`config.mk`:
```
export PLATFORM = sky130hd
export DESIGN_NAME = mp3_fetch_controller
export DESIGN_NICKNAME = d
export VERILOG_FILES = /design/src/rtl/mp3_fetch_controller.sv
export SDC_FILE = /design/constraint.sdc
export NUM_CORES = 1
export LEC_CHECK = 0
export BUFFER_PORTS_ARGS = -buffer_cell sky130_fd_sc_hd__buf_4
export CAP_MARGIN = 20
export CORE_UTILIZATION = 58
export CTS_BUF_LIST = sky130_fd_sc_hd__clkbuf_8
export DETAILED_ROUTE_END_ITERATION = 8
export GPL_ROUTABILITY_DRIVEN = 0
export HOLD_SLACK_MARGIN = 0.1
export PLACE_DENSITY = 0.87
export SLEW_MARGIN = 10
export SYNTH_ARGS = -nofsm -noshare
export SYNTH_HDL_FRONTEND = slang
export SYNTH_SLANG_ARGS = --single-unit
```
`constraint.sdc`:
```
create_clock -name clk -period 4.2 [get_ports clk]
set_clock_uncertainty 0.2 [all_clocks]
set_input_delay 0.84 -clock clk [delete_from_list [all_inputs] [get_ports clk]]
set_output_delay 0.84 -clock clk [all_outputs]
set_load 0.01 [all_outputs]
```
`src/rtl/mp3_fetch_controller.sv`:
```
`default_nettype none
// ============================================================================
//  Module   : mp3_fetch_controller
//  Purpose  : Arbitrates one RAM port between host accesses and MP3 prefetch
//             into a small first-word-fall-through FIFO.
//  Revision : 1.0  initial release
// ============================================================================
module mp3_fetch_controller #(
    parameter int ADDR_WIDTH = 24,
    parameter int DATA_WIDTH = 16,
    parameter int FIFO_DEPTH = 4,
    parameter int LOW_WATER  = 1
) (
    input  logic                  clk,
    input  logic                  reset,
    input  logic                  enable,
    input  logic                  addrWrite,
    input  logic [ADDR_WIDTH-1:0] addrWData,
    output logic                  feederReady,
    output logic [ADDR_WIDTH-1:0] feederAddr,
    input  logic                  hostReq,
    input  logic                  hostWrite,
    input  logic [ADDR_WIDTH-1:0] hostAddr,
    input  logic [DATA_WIDTH-1:0] hostWData,
    output logic [DATA_WIDTH-1:0] hostRData,
    output logic                  hostAck,
    output logic                  ramReq,
    output logic                  ramWrite,
    output logic [ADDR_WIDTH-1:0] ramAddr,
    output logic [DATA_WIDTH-1:0] ramWData,
    input  logic [DATA_WIDTH-1:0] ramRData,
    input  logic                  ramAck,
    output logic [DATA_WIDTH-1:0] dataOut,
    output logic                  dataReady,
    input  logic                  dataAck
);

    localparam int c_PTR_W = $clog2(FIFO_DEPTH);
    localparam int c_LVL_W = c_PTR_W + 1;

    localparam logic [c_LVL_W-1:0]    c_DEPTH     = c_LVL_W'(FIFO_DEPTH);
    localparam logic [c_LVL_W-1:0]    c_LOW_WATER = c_LVL_W'(LOW_WATER);
    localparam logic [c_LVL_W-1:0]    c_LVL_ONE   = c_LVL_W'(1);
    localparam logic [c_PTR_W-1:0]    c_PTR_ONE   = c_PTR_W'(1);
    localparam logic [ADDR_WIDTH-1:0] c_ADDR_ONE  = ADDR_WIDTH'(1);

    localparam logic [1:0] c_IDLE  = 2'd0;
    localparam logic [1:0] c_HOST  = 2'd1;
    localparam logic [1:0] c_FETCH = 2'd2;

    logic [1:0]            r_state;
    logic [c_LVL_W-1:0]    r_level;
    logic [c_PTR_W-1:0]    r_wrPtr;
    logic [c_PTR_W-1:0]    r_rdPtr;
    logic [DATA_WIDTH-1:0] r_mem [FIFO_DEPTH];

    logic w_fetchWanted;
    logic w_hostPending;
    logic w_hostGrant;
    logic w_seek;
    logic w_push;
    logic w_pop;

    // hostReq is still high during the hostAck cycle; it belongs to the
    // request just completed and must not trigger a second grant.
    assign w_hostPending = hostReq & ~hostAck;
    assign w_fetchWanted = enable & (r_level < c_DEPTH) & ~addrWrite;
    assign w_hostGrant   = w_hostPending & (~w_fetchWanted | (r_level > c_LOW_WATER));

    assign w_seek = addrWrite & (r_state != c_FETCH);
    assign w_push = (r_state == c_FETCH) & ramAck;
    assign w_pop  = dataAck & (r_level != '0);

    assign feederReady = (r_state != c_FETCH);
    assign dataReady   = (r_level != '0);
    assign dataOut     = r_mem[r_rdPtr];

    always_ff @(posedge clk) begin
        if (!reset) begin
            r_state    <= c_IDLE;
            feederAddr <= '0;
            ramReq     <= 1'b0;
            ramWrite   <= 1'b0;
            ramAddr    <= '0;
            ramWData   <= '0;
            hostRData  <= '0;
            hostAck    <= 1'b0;
            r_level    <= '0;
            r_wrPtr    <= '0;
            r_rdPtr    <= '0;
        end else begin
            hostAck <= 1'b0;
            case (r_state)
                c_IDLE: begin
                    if (w_hostGrant) begin
                        r_state  <= c_HOST;
                        ramReq   <= 1'b1;
                        ramWrite <= hostWrite;
                        ramAddr  <= hostAddr;
                        ramWData <= hostWData;
                    end else if (w_fetchWanted) begin
                        r_state  <= c_FETCH;
                        ramReq   <= 1'b1;
                        ramWrite <= 1'b0;
                        ramAddr  <= feederAddr;
                        ramWData <= '0;
                    end
                end
                c_HOST: begin
                    if (ramAck) begin
                        r_state   <= c_IDLE;
                        ramReq    <= 1'b0;
                        ramWrite  <= 1'b0;
                        hostAck   <= 1'b1;
                        hostRData <= ramRData;
                    end
                end
                c_FETCH: begin
                    if (ramAck) begin
                        r_state    <= c_IDLE;
                        ramReq     <= 1'b0;
                        feederAddr <= feederAddr + c_ADDR_ONE;
                    end
                end
                default: begin
                    r_state <= c_IDLE;
                    ramReq  <= 1'b0;
                end
            endcase

            // A seek is never accepted in FETCH, so it cannot collide with
            // the address increment above.
            if (w_seek) begin
                feederAddr <= addrWData;
                r_level    <= '0;
                r_wrPtr    <= '0;
                r_rdPtr    <= '0;
            end else begin
                if (w_push) r_wrPtr <= r_wrPtr + c_PTR_ONE;
                if (w_pop)  r_rdPtr <= r_rdPtr + c_PTR_ONE;
                if (w_push && !w_pop)
                    r_level <= r_level + c_LVL_ONE;
                else if (!w_push && w_pop)
                    r_level <= r_level - c_LVL_ONE;
            end
        end
    end

    always_ff @(posedge clk) begin
        if (w_push)
            r_mem[r_wrPtr] <= ramRData;
    end

endmodule
`default_nettype wire

```
# Word-level counts from Yosys, hierarchy flattened
# Memory sizes are Yosys's and may differ from the RTL's. A register that Yosys moved wholly into a read port is not among the register bits.
# Index checks and enable logic that the tools add are counted.
dict set report word_totals {
  register_bits 92
  ram_bits 64
  in_bits 88
  out_inout_bits 101
  word_cells 81
  n_memories 1
}
dict set report classes {
  addsub 5
  magnitude_cmp 2
  n_eq_ne 6
  mux 25
  bitwise 12
  reduce_logical 19
}
# name depth width rd rd_ports_with_merged_regs wr line_no
set mem_list {}
lappend mem_list {r_mem 4 16 1 1 1 55} ;# logic [DATA_WIDTH-1:0] r_mem [FIFO_DEPTH];
# operator n
set ops {}
lappend ops {{two-way mux 24 bit} 5}
lappend ops {{two-way mux 16 bit} 2}
lappend ops {{adder 24 x 1 -> 24 bit, second input constant} 1}
lappend ops {{two-way mux 2 bit} 5}
lappend ops {{AND reduction 2 bit} 5}
lappend ops {{nonzero test 2 bit} 5}
lappend ops {{two-way mux 1 bit} 8}
lappend ops {{AND 1 bit} 7}
lappend ops {{two-way mux 3 bit} 2}
lappend ops {{adder 2 x 1 -> 2 bit, second input constant} 2}
lappend ops {{inequality test 2 bit, second input constant} 2}
lappend ops {{NOT 1 bit} 4}
lappend ops {{one-hot mux 1 bit (2 select lines)} 2}
lappend ops {{one-hot mux 2 bit (2 select lines)} 1}
lappend ops {{OR reduction 2 bit} 2}
lappend ops {{adder 3 x 1 -> 3 bit, second input constant} 1}
lappend ops {{greater-than comparator 3 x 1 -> 1 bit, second input constant} 1}
lappend ops {{< comparator 3 bit, second input constant} 1}
lappend ops {{inequality test 3 bit, second input constant} 1}
lappend ops {{AND reduction 3 bit} 1}
lappend ops {{nonzero test 3 bit} 1}
lappend ops {{subtractor 3 x 1 -> 3 bit, second input constant} 1}
lappend ops {{== test 2 x 1 -> 1 bit, second input constant} 1}
lappend ops {{== test 2 bit, second input constant} 1}
lappend ops {{other kinds (5)} 7}

# Logic depth before layout (Yosys ltp)
# Gate-level depths: netlist of run 1.
dict set report depth {
  ltp_word 8
  mapped_depth 9
  mapped_depth_nobuf 9
}

# Worst setup path before layout of run 1
# OpenSTA, ideal clock, no wires.
dict set report synth_path {
  path_type {input to register}
  startpoint {input ramAck}
  endpoint {register r_level[2]}
  setup_time_ps 71
  t_arrival_ps 2155
  t_required_ps 3929
  path_slack_ps 1774
  cell_stages 6
  n_path_buf 2
  cell_sequence {buf_2 > and2_1 > clkbuf_1 > ha_1 > or3_1 > a21oi_1}
}
dict set report synth_between {
  elab_chain_len 4
  word_cells_on_any_way 6
  classes_between {1 x mux; 1 x bitwise; 4 x reduce/logical}
}
# item line_no
set synth_rtl {}
lappend synth_rtl {{start: declaration} 32} ;# input logic ramAck,
lappend synth_rtl {{AND 1 bit (*)} 71} ;# assign w_push = (r_state == c_FETCH) & ramAck;
lappend synth_rtl {{via w_push} 61} ;# logic w_push;
lappend synth_rtl {{zero test 1 bit} 143} ;# else if (!w_push && w_pop)
lappend synth_rtl {{logical AND 1 bit} 143}
lappend synth_rtl {{nonzero test 2 bit (no source line)} -}
lappend synth_rtl {{end signal: assignment} 142} ;# r_level <= r_level + c_LVL_ONE;
lappend synth_rtl {{end signal: assignment} 144} ;# r_level <= r_level - c_LVL_ONE;
lappend synth_rtl {{end: declaration} 52} ;# logic [c_LVL_W-1:0] r_level;
# The timed path passes the listed nets; every way through them passes the cells marked *.
# A chain may end at the register's enable or synchronous reset.

==> results of run 1 <==
## cells in the final DEF, fill, tap and decap left out, drive strengths merged, types with 3 or more instances in the layout
cell	synthesis	layout
a31oi	33	33
or4	4	4
ha	13	13
inv	10	13
edfxtp	64	64
dfxtp	94	94
mux4	16	16
nand2	94	94
nand3	9	9
and4	5	5
and2	3	3
a21oi	27	27
clkinvlp	0	5
mux2i	4	4
xor2	15	15
buf	11	194
nand4	11	11
clkinv	1	5
and3	6	6
o31ai	4	4
nand2b	4	4
or3	7	7
a22oi	17	17
a211oi	6	6
o21ai	47	47
nor2	36	36
clkbuf	28	20
## layout make-up
type	instances	area share, %
Inverter	11	0.499
Clock inverter	12	0.862
Tap cell	140	2.12
Sequential cell	158	46.0
Timing Repair Buffer	194	17.7
Multi-Input combinational cell	377	29.5
Clock buffer	20	3.33
## report_power, final
| group | internal (mW) | switching (mW) | total [mW] |
|---|---|---|---|
| logic | 0.281 | 0.310 | 0.591 |
| clock network | 0.446 | 0.534 | 0.980 |
| registers | 1.69 | 0.0828 | 1.77 |
## stage by stage
step,worst slack (ns),instances,hold slack [ns]
6_report,1.30,912,0.263
5_1_grt,1.21,912,0.289
4_1_cts,0.856,910,0.264
3_5_place_dp,1.31,878,0.252
3_3_place_gp,1.41,878,0.242
2_1_floorplan,1.77,585,0.278
## per-layer routing
layer / GRT usage (%) / vias up
met5: 0 / -
met4: 11.1 / 0
met3: 8.17 / 28
met2: 49.8 / 218
met1: 32.8 / 2568
li1: - / 2484
## cell families after synthesis
kind of cell | share of synthesized area, %
adders and majority gates | 2.52
and+or+nand+nor | 13.4
muxes | 6.20
buffers and inverters | 3.26
DFF | 58.9
AOI/OAI and AO/OA | 13.4
xor gates and xnor gates | 2.31
## registers in the layout, summed over array words and instances (netlist names), named ones only
| register | cells |
|---|---|
| ramReq | 1 |
| r_rdPtr | 2 |
| r_wrPtr | 2 |
| hostRData | 16 |
| r_mem | 64 |
| feederAddr | 24 |
| ramWrite | 1 |
| r_level | 3 |
| r_state | 2 |
| hostAck | 1 |
| ramWData | 16 |
| ramAddr | 24 |
## worst max-delay path: stages (launching register included)
cell and delay, ns:
dfxtp_1 0.49, buf_8 0.23, mux4_2 0.54, buf_4 0.16
## worst max-delay path by stage
| stage | start | endpoint | slack [ns] | cells past startpoint |
|---|---|---|---|---|
| 5_1_grt | flip-flop | dataOut[8] | 1.21 | 3 |
| 2_1_floorplan | ramAck | r_level[2]$_SDFFE_PP0P_ | 1.77 | 6 |
| 6_report | flip-flop | dataOut[14] | 1.30 | 3 |
| 4_1_cts | flip-flop | dataOut[14] | 0.86 | 2 |
| 3_5_place_dp | addrWrite | ramAddr[22]$_SDFFE_PN0P_ | 1.31 | 5 |
| 3_3_place_gp | flip-flop | dataOut[1] | 1.41 | 2 |
==> results.tsv, run 1 <==
metric	value	unit
mapped cell area	0.00645	sq mm
Num CTS Buffers	17	
Hold Crit Class	reg2reg	
area grow syn2layout	28.2	%
cell count after synthesis	585	
total power draw	3.34	mW
initial DRC count	381	
first-pass GRT wire length	25.0	mm
clock-pin slew on the worst setup and hold paths	0.08	ns
Crit Path Class	reg2out	
drt first pass iters	5	
R2R setup slack	1.69	ns
Most used DFF post-synth	dfxtp_1	
area post-placement	0.00791	sq mm
Util after Layout	76.3	%
storage element area	0.00380	sq mm
post-synthesis sequential area ratio	58.9	%
Setup TNS Final	0	ns
synth cell count leaders	94 x dfxtp_1, 93 x nand2_1, 64 x edfxtp_1	
FF+latch count, synth	158	
FFs w/ async S/R, synth	0	%
crit end category	output port	
Detailed Place HPWL	11.4	mm
Synth Net Count	686	
Critical R2R Capture	feederAddr[18]$_SDFFE_PN0P_	
Final ANT Viol Nets	0	
PostCTS Resize Cnt	0	
CTS Hold Buffers Added	0	
Pwr per Cell Area	404	mW/mm^2
postcts setup bufs	0	
Max rail drop VDD	221	uV
initial antenna violation count	0	
Distinct cells, synth	46	
Synth area leader	edfxtp_1	
Die H	107	microns
Mean Syn Cell Area	11.0	sq um
hold path cells	2	
Global Route Usage Sum	28.5	%
Max Transition Viols Final	0	
Slew @ Worst Pin	0.982	ns
Critical R2R Launch	r_state[0]$_SDFFE_PN0P_	
Initial Util	59.5	%
Hold Fails Final Rpt	0	
status	finished, final reports clean	
slew margin rel.	34.4	%
top cell type's share of synthesized area	29.8	%
worst skew pair latency	0.44	ns
# clock sinks	158	
met3 routed wirelength	1.11	mm
Crit path arrival time	1.86	ns
Area contributors post-synth	edfxtp_1 30%, dfxtp_1 29%, mux4_2 5.6%	
met2 wire len	8.26	mm
n_diodes	0	
WL met1	6.20	mm
Die ar.	0.0116	sq mm
drt total wl	16.0	mm
count leader, synth	dfxtp_1	
Max clock buf depth	2	
min Tclk post-route	2.90	ns
f_max	345	MHz
critical path fanouts, max	13	
Avg WL per Cell	17.5	microns
grt ovf	0	
critical path launch point type	flip-flop	
multi-input logic area	0.00244	sq mm
hold_sp	hostRData[6]$_SDFFE_PN0P_	
Top Layer Used	met4	
I/O pins	189	
Vias/cell	5.81	
CTS H-Tree Depth	4	
WHS Endpoint	hostRData[6]$_SDFFE_PN0P_	
leakage power	3.25	nW
TritonCTS clock tree	done	
synth warn	0	
vias in the first global route	5110	
Cell Rows	38	
root buffer cell	clkbuf_8	
Setup-failing EPs final	0	
max_cap viols	0	
Layout fillers	722	
period utilization	69.0	%
via count	5298	
I/O Buffers	188	
core area	0.0108	sq mm
Nets	860	
share of layout cells above drive strength 1	31.9	%
# DRC	0	
EDFF count, synth	64	
RSZ-0062 raised after global routing	no	
design area	0.00828	sq mm
R2R depth	7	
largest net degree at the start of global routing	53	
die width	107	microns
Worst EP required	3.16	ns
Note: power is estimated with default switching activity, not from simulation.
==> run 2: changes to the inputs <==
--- a/config.mk
+++ b/config.mk
@@ -7,12 +7,12 @@
 export LEC_CHECK = 0
 export BUFFER_PORTS_ARGS = -buffer_cell sky130_fd_sc_hd__buf_4
 export CAP_MARGIN = 20
-export CORE_UTILIZATION = 58
+export CORE_UTILIZATION = 54
 export CTS_BUF_LIST = sky130_fd_sc_hd__clkbuf_8
 export DETAILED_ROUTE_END_ITERATION = 8
 export GPL_ROUTABILITY_DRIVEN = 0
 export HOLD_SLACK_MARGIN = 0.1
-export PLACE_DENSITY = 0.87
+export PLACE_DENSITY = 0.82
 export SLEW_MARGIN = 10
 export SYNTH_ARGS = -nofsm -noshare
 export SYNTH_HDL_FRONTEND = slang
==> constraint.sdc (replaced) <==
create_clock -name clk -period 2.95 [get_ports clk]
set_clock_uncertainty 0.2 [all_clocks]
set_input_delay 0.59 -clock clk [delete_from_list [all_inputs] [get_ports clk]]
set_output_delay 0.59 -clock clk [all_outputs]
set_load 0.01 [all_outputs]
==> results.tsv, run 2 (same netlist as run 1, synthesis figures left out) <==
metric	value	unit
Max Transition Viols Final	0	
Initial Util	56.1	%
worst hold slack	0.149	ns
Vias/cell	5.72	
Reg with most FFs	r_mem	
critical path launch point type	flip-flop	
Setup TNS Final	0	ns
I/O pins	189	
grt ovf	0	
Most Used Layer, Global Route	met2	
hold_sp	ramRData[11]	
combinational fraction of design power	17.1	%
TritonCTS clock tree	done	
CTS H-Tree Depth	4	
period utilization	87.2	%
# clock sinks	158	
R2R depth	6	
root buffer cell	clkbuf_8	
CP bufs+invs	2	
design area	0.00837	sq mm
Critical R2R Capture	ramWData[3]$_SDFFE_PN0P_	
Pwr per Cell Area	595	mW/mm^2
vias in the first global route	5273	
storage element area	0.00380	sq mm
worst skew pair latency	0.43	ns
met3 GRT Util	5.99	%
WHS Endpoint	r_mem[3][11]$_DFFE_PP_	
status	finished, violations left	
Avg WL per Cell	17.3	microns
Die ar.	0.0124	sq mm
CTS Hold Buffers Added	0	
area post-placement	0.00796	sq mm
M2 GR Usage	46.4	%
max incr delay on CP	0.56	ns
crit end category	output port	
via count	5270	
Net Sw Frac	29.2	%
NetSw	1.46	mW
Die H	111	microns
Hold Crit Class	in2reg	
R2R setup slack	0.59	ns
max_cap viols	0	
Cell Rows	39	
most frequent cells in the layout	200 x buf_4, 94 x dfxtp_1, 93 x nand2_1	
Crit Path Class	reg2out	
Crit path top cell by count	buf_4	
max FFs per register	64	
met1 Track Usage GR	30.9	%
failing checks	DRC	
n_diodes	0	
sequential share of power	50.5	%
Nets	866	
RSZ-0062 raised after global routing	no	
PostCTS Resize Cnt	0	
clock-pin slew on the worst setup and hold paths	0.10	ns
Num CTS Buffers	17	
critical path fanouts, max	16	
Detailed Place HPWL	11.2	mm
Worst EP required	2.16	ns
Largest regs	r_mem: 64 flops, feederAddr: 24 flops, ramAddr: 24 flops	
f_max	389	MHz
Max clock buf depth	2	
Setup-failing EPs final	0	
Layout fillers	819	
Hold Fails Final Rpt	0	
Clock Power Share	32.4	%
first-pass GRT wire length	25.5	mm
hold path cells	1	
P_int	3.52	mW
postcts setup bufs	0	
I/O Buffers	188	
min Tclk post-route	2.57	ns
drt total wl	15.9	mm
Critical R2R Launch	r_level[1]$_SDFFE_PP0P_	
crit-path cells	buf_4 > mux4_2 > buf_4	
leakage power	3.31	nW
Slew @ Worst Pin	0.960	ns
slew margin rel.	35.9	%
share of layout cells above drive strength 1	32.9	%
Final ANT Viol Nets	0	
CP delay by family, top	multiplexers	
initial DRC count	363	
initial antenna violation count	0	
core area	0.0115	sq mm
drt first pass iters	7	
Crit path arrival time	1.78	ns
Global Route Usage Sum	26.3	%
Max rail drop VDD	307	uV
die width	111	microns
most common cell after layout, fill and taps aside	buf_4	
largest net degree at the start of global routing	52	
Worst path slowest cell	mux4_2	
# DRC	12	
area grow syn2layout	29.7	%
multi-input logic area	0.00244	sq mm
[run 2: cell type report]
cell class / instances / share of cell area (%)
flip-flops and latches: 158 / 45.4
well taps: 143 / 2.14
inverters: 11 / 0.493
clock buffers: 17 / 2.79
multi-input cells: 377 / 29.2
clock inverters: 15 / 2.02
repair buffers: 200 / 17.9
[run 2: worst max path at each step]
stage | start | slack [ns] | depth (start not counted) | endpoint
2_1_floorplan | ramAck | 0.77 | 6 | r_level[2]$_SDFFE_PP0P_
3_5_place_dp | addrWrite | 0.51 | 5 | ramWData[3]$_SDFFE_PN0P_
4_1_cts | flip-flop | 0.33 | 3 | dataOut[4]
6_report | flip-flop | 0.38 | 3 | dataOut[14]
3_3_place_gp | addrWrite | 0.59 | 5 | ramWData[7]$_SDFFE_PN0P_
5_1_grt | flip-flop | 0.26 | 3 | dataOut[4]
[run 2: metrics by stage]
step | util, % | cells | worst slack (ns) | power [mW]
floorplan | - | 585 | 0.774 | 2.98
global placement | 69.1 | 888 | 0.587 | 3.38
detailed placement | 69.1 | 888 | 0.505 | 3.41
CTS | 72.6 | 920 | 0.327 | 4.99
global route | 72.7 | 921 | 0.260 | 5.19
finish | 72.7 | 921 | 0.378 | 4.98
[run 2: metal layers]
layer / share of wire, % / wire [microns]
met2: 52 / 8360
met1: 39 / 6140
met4: 2.4 / 383
met3: 6.6 / 1050
met5: 0 / 0
[run 2: worst reg2reg max path, stage by stage (launching register included)]
cell and delay [ns]:
dfxtp_1 0.38, inv_1 0.10, ha_1 0.18, o21bai_1 0.27
a211oi_2 0.87, a22oi_1 0.17, nor2_1 0.14
[run 2: power by group through the flow]
stage	Clock, mW	Sequential (mW)	Combinational [mW]
3_5_place_dp	0	2.56	0.849
3_3_place_gp	0	2.56	0.823
2_1_floorplan	0	2.59	0.392
6_report	1.61	2.52	0.852
4_1_cts	1.62	2.51	0.852
5_1_grt	1.72	2.53	0.927
==> run 3: changes to the inputs <==
==> constraint.sdc (replaced) <==
create_clock -name clk -period 2.95 [get_ports clk]
set_clock_uncertainty 0.2 [all_clocks]
set_input_delay 0.1475 -clock clk [delete_from_list [all_inputs] [get_ports clk]]
set_output_delay 0.1475 -clock clk [all_outputs]
set_load 0.01 [all_outputs]
==> results.tsv, run 3 (same netlist as run 1, synthesis figures left out) <==
metric	value	unit
status	finished, violations left	
failing checks	DRC	
Final ANT Viol Nets	0	
crit end category	flip-flop	
core area	0.0115	sq mm
Util after Layout	82.0	%
min Tclk post-route	2.74	ns
Max Transition Viols Final	0	
Cell Rows	39	
Largest regs	r_mem: 64 flops, feederAddr: 24 flops, ramAddr: 24 flops	
# clock sinks	158	
area grow syn2layout	46.3	%
via count	5949	
Top Layer Used	met4	
Max rail drop VDD	351	uV
Global Route Usage Sum	32.7	%
Setup TNS Final	0	ns
Layout fillers	610	
CP delay by family, top	buffers and inverters	
clock-pin slew on the worst setup and hold paths	0.09	ns
most frequent cells in the layout	202 x buf_4, 104 x dlygate4sd3_1, 94 x dfxtp_1	
leakage power	3.79	nW
R2R depth	6	
PostCTS Resize Cnt	0	
Worst EP required	3.15	ns
largest net degree at the start of global routing	52	
Reg with most FFs	r_mem	
n_diodes	0	
hold_sp	hostReq	
Setup-failing EPs final	0	
slew margin rel.	48.4	%
root buffer cell	clkbuf_8	
Slew @ Worst Pin	0.772	ns
# DRC	12	
Pwr per Cell Area	555	mW/mm^2
Num CTS Buffers	17	
CP bufs+invs	4	
grt ovf	0	
max incr delay on CP	0.57	ns
Hold Fails Final Rpt	0	
initial DRC count	541	
Hold Crit Class	in2reg	
Vias/cell	5.79	
first-pass GRT wire length	31.2	mm
Avg WL per Cell	19.3	microns
I/O Buffers	188	
I/O pins	189	
crit-path cells	dlygate4sd3_1 > buf_4 > nor3b_2 > o21a_1 > buf_4 > o21ai_0 > a31oi_1 > dlygate4sd3_1	
Crit Path Class	in2reg	
worst skew pair latency	0.45	ns
critical path fanouts, max	51	
die width	111	microns
f_max	365	MHz
Initial Util	56.1	%
initial antenna violation count	0	
WHS Endpoint	ramWrite$_SDFFE_PN0P_	
max_cap viols	0	
period utilization	92.8	%
Detailed Place HPWL	11.4	mm
drt total wl	19.8	mm
postcts setup bufs	0	
Die H	111	microns
Crit path arrival time	2.94	ns
vias in the first global route	6226	
CTS H-Tree Depth	4	
Nets	972	
met2 wire len	10.3	mm
TritonCTS clock tree	done	
Critical R2R Launch	r_level[2]$_SDFFE_PP0P_	
hold path cells	5	
met3 routed wirelength	1.52	mm
drt first pass iters	7	
CTS Hold Buffers Added	104	
R2R setup slack	0.23	ns
Worst path slowest cell	dlygate4sd3_1	
most common cell after layout, fill and taps aside	buf_4	
Critical R2R Capture	ramAddr[13]$_SDFFE_PN0P_	
share of layout cells above drive strength 1	29.1	%
WL met1	7.08	mm
RSZ-0062 raised after global routing	no	
Max clock buf depth	2	
max FFs per register	64	
critical path launch point type	input pin	
Die ar.	0.0124	sq mm
-- run 3: how the worst max path moves through the flow --
stage,startpoint,to,slack (ns),cells past startpoint
2_1_floorplan,r_state[0]$_SDFFE_PN0P_,r_level[2]$_SDFFE_PP0P_,0.85,7
3_5_place_dp,r_state[0]$_SDFFE_PN0P_,feederAddr[22]$_SDFFE_PN0P_,0.75,6
3_3_place_gp,r_state[0]$_SDFFE_PN0P_,feederAddr[22]$_SDFFE_PN0P_,0.85,6
6_report,addrWrite,ramAddr[13]$_SDFFE_PN0P_,0.21,8
5_1_grt,addrWrite,ramAddr[13]$_SDFFE_PN0P_,0.06,8
4_1_cts,r_level[2]$_SDFFE_PP0P_,ramAddr[18]$_SDFFE_PN0P_,0.37,6
-- run 3: where the power goes --
group	switching [mW]	internal, mW	total (mW)
Combinational	0.516	0.525	1.04
Sequential	0.122	2.40	2.53
Clock	0.811	0.858	1.67
-- run 3: per-layer routing --
layer  GRT usage, %  vias to the layer above
li1               -                     2707
met1           36.0                     2828
met2           58.6                      332
met3           7.62                       82
met4           17.4                        0
met5              0                        -
-- run 3: layout make-up --
class	instances	area, sq um	share of cell area [%]
inverter	11	41.3	0.437
clock buffer	18	248	2.62
timing repair buffer	306	2560	27.1
multi-input combinational	377	2440	25.9
tap	143	179	1.90
clock inverter	14	168	1.78
sequential	158	3800	40.3
-- run 3: worst min-delay path, stage by stage --
cell and delay [ns]:
buf_4 0.08, nor2b_1 0.26, o32ai_1 0.16, mux2i_1 0.13, nor2_1 0.08
-- run 3: stage by stage --
| stage | area [sq um] | power, mW | cells | hold slack [ns] | setup slack [ns] |
|---|---|---|---|---|---|
| after floorplan | 6450 | 2.98 | 585 | 0.0464 | 0.852 |
| after global placement | 7980 | 3.38 | 890 | 0.158 | 0.848 |
| after detailed placement | 7980 | 3.42 | 890 | 0.163 | 0.754 |
| after CTS | 9430 | 5.18 | 1026 | 0.226 | 0.372 |
| after global routing | 9440 | 5.42 | 1027 | 0.245 | 0.0632 |
| final | 9440 | 5.24 | 1027 | 0.247 | 0.213 |
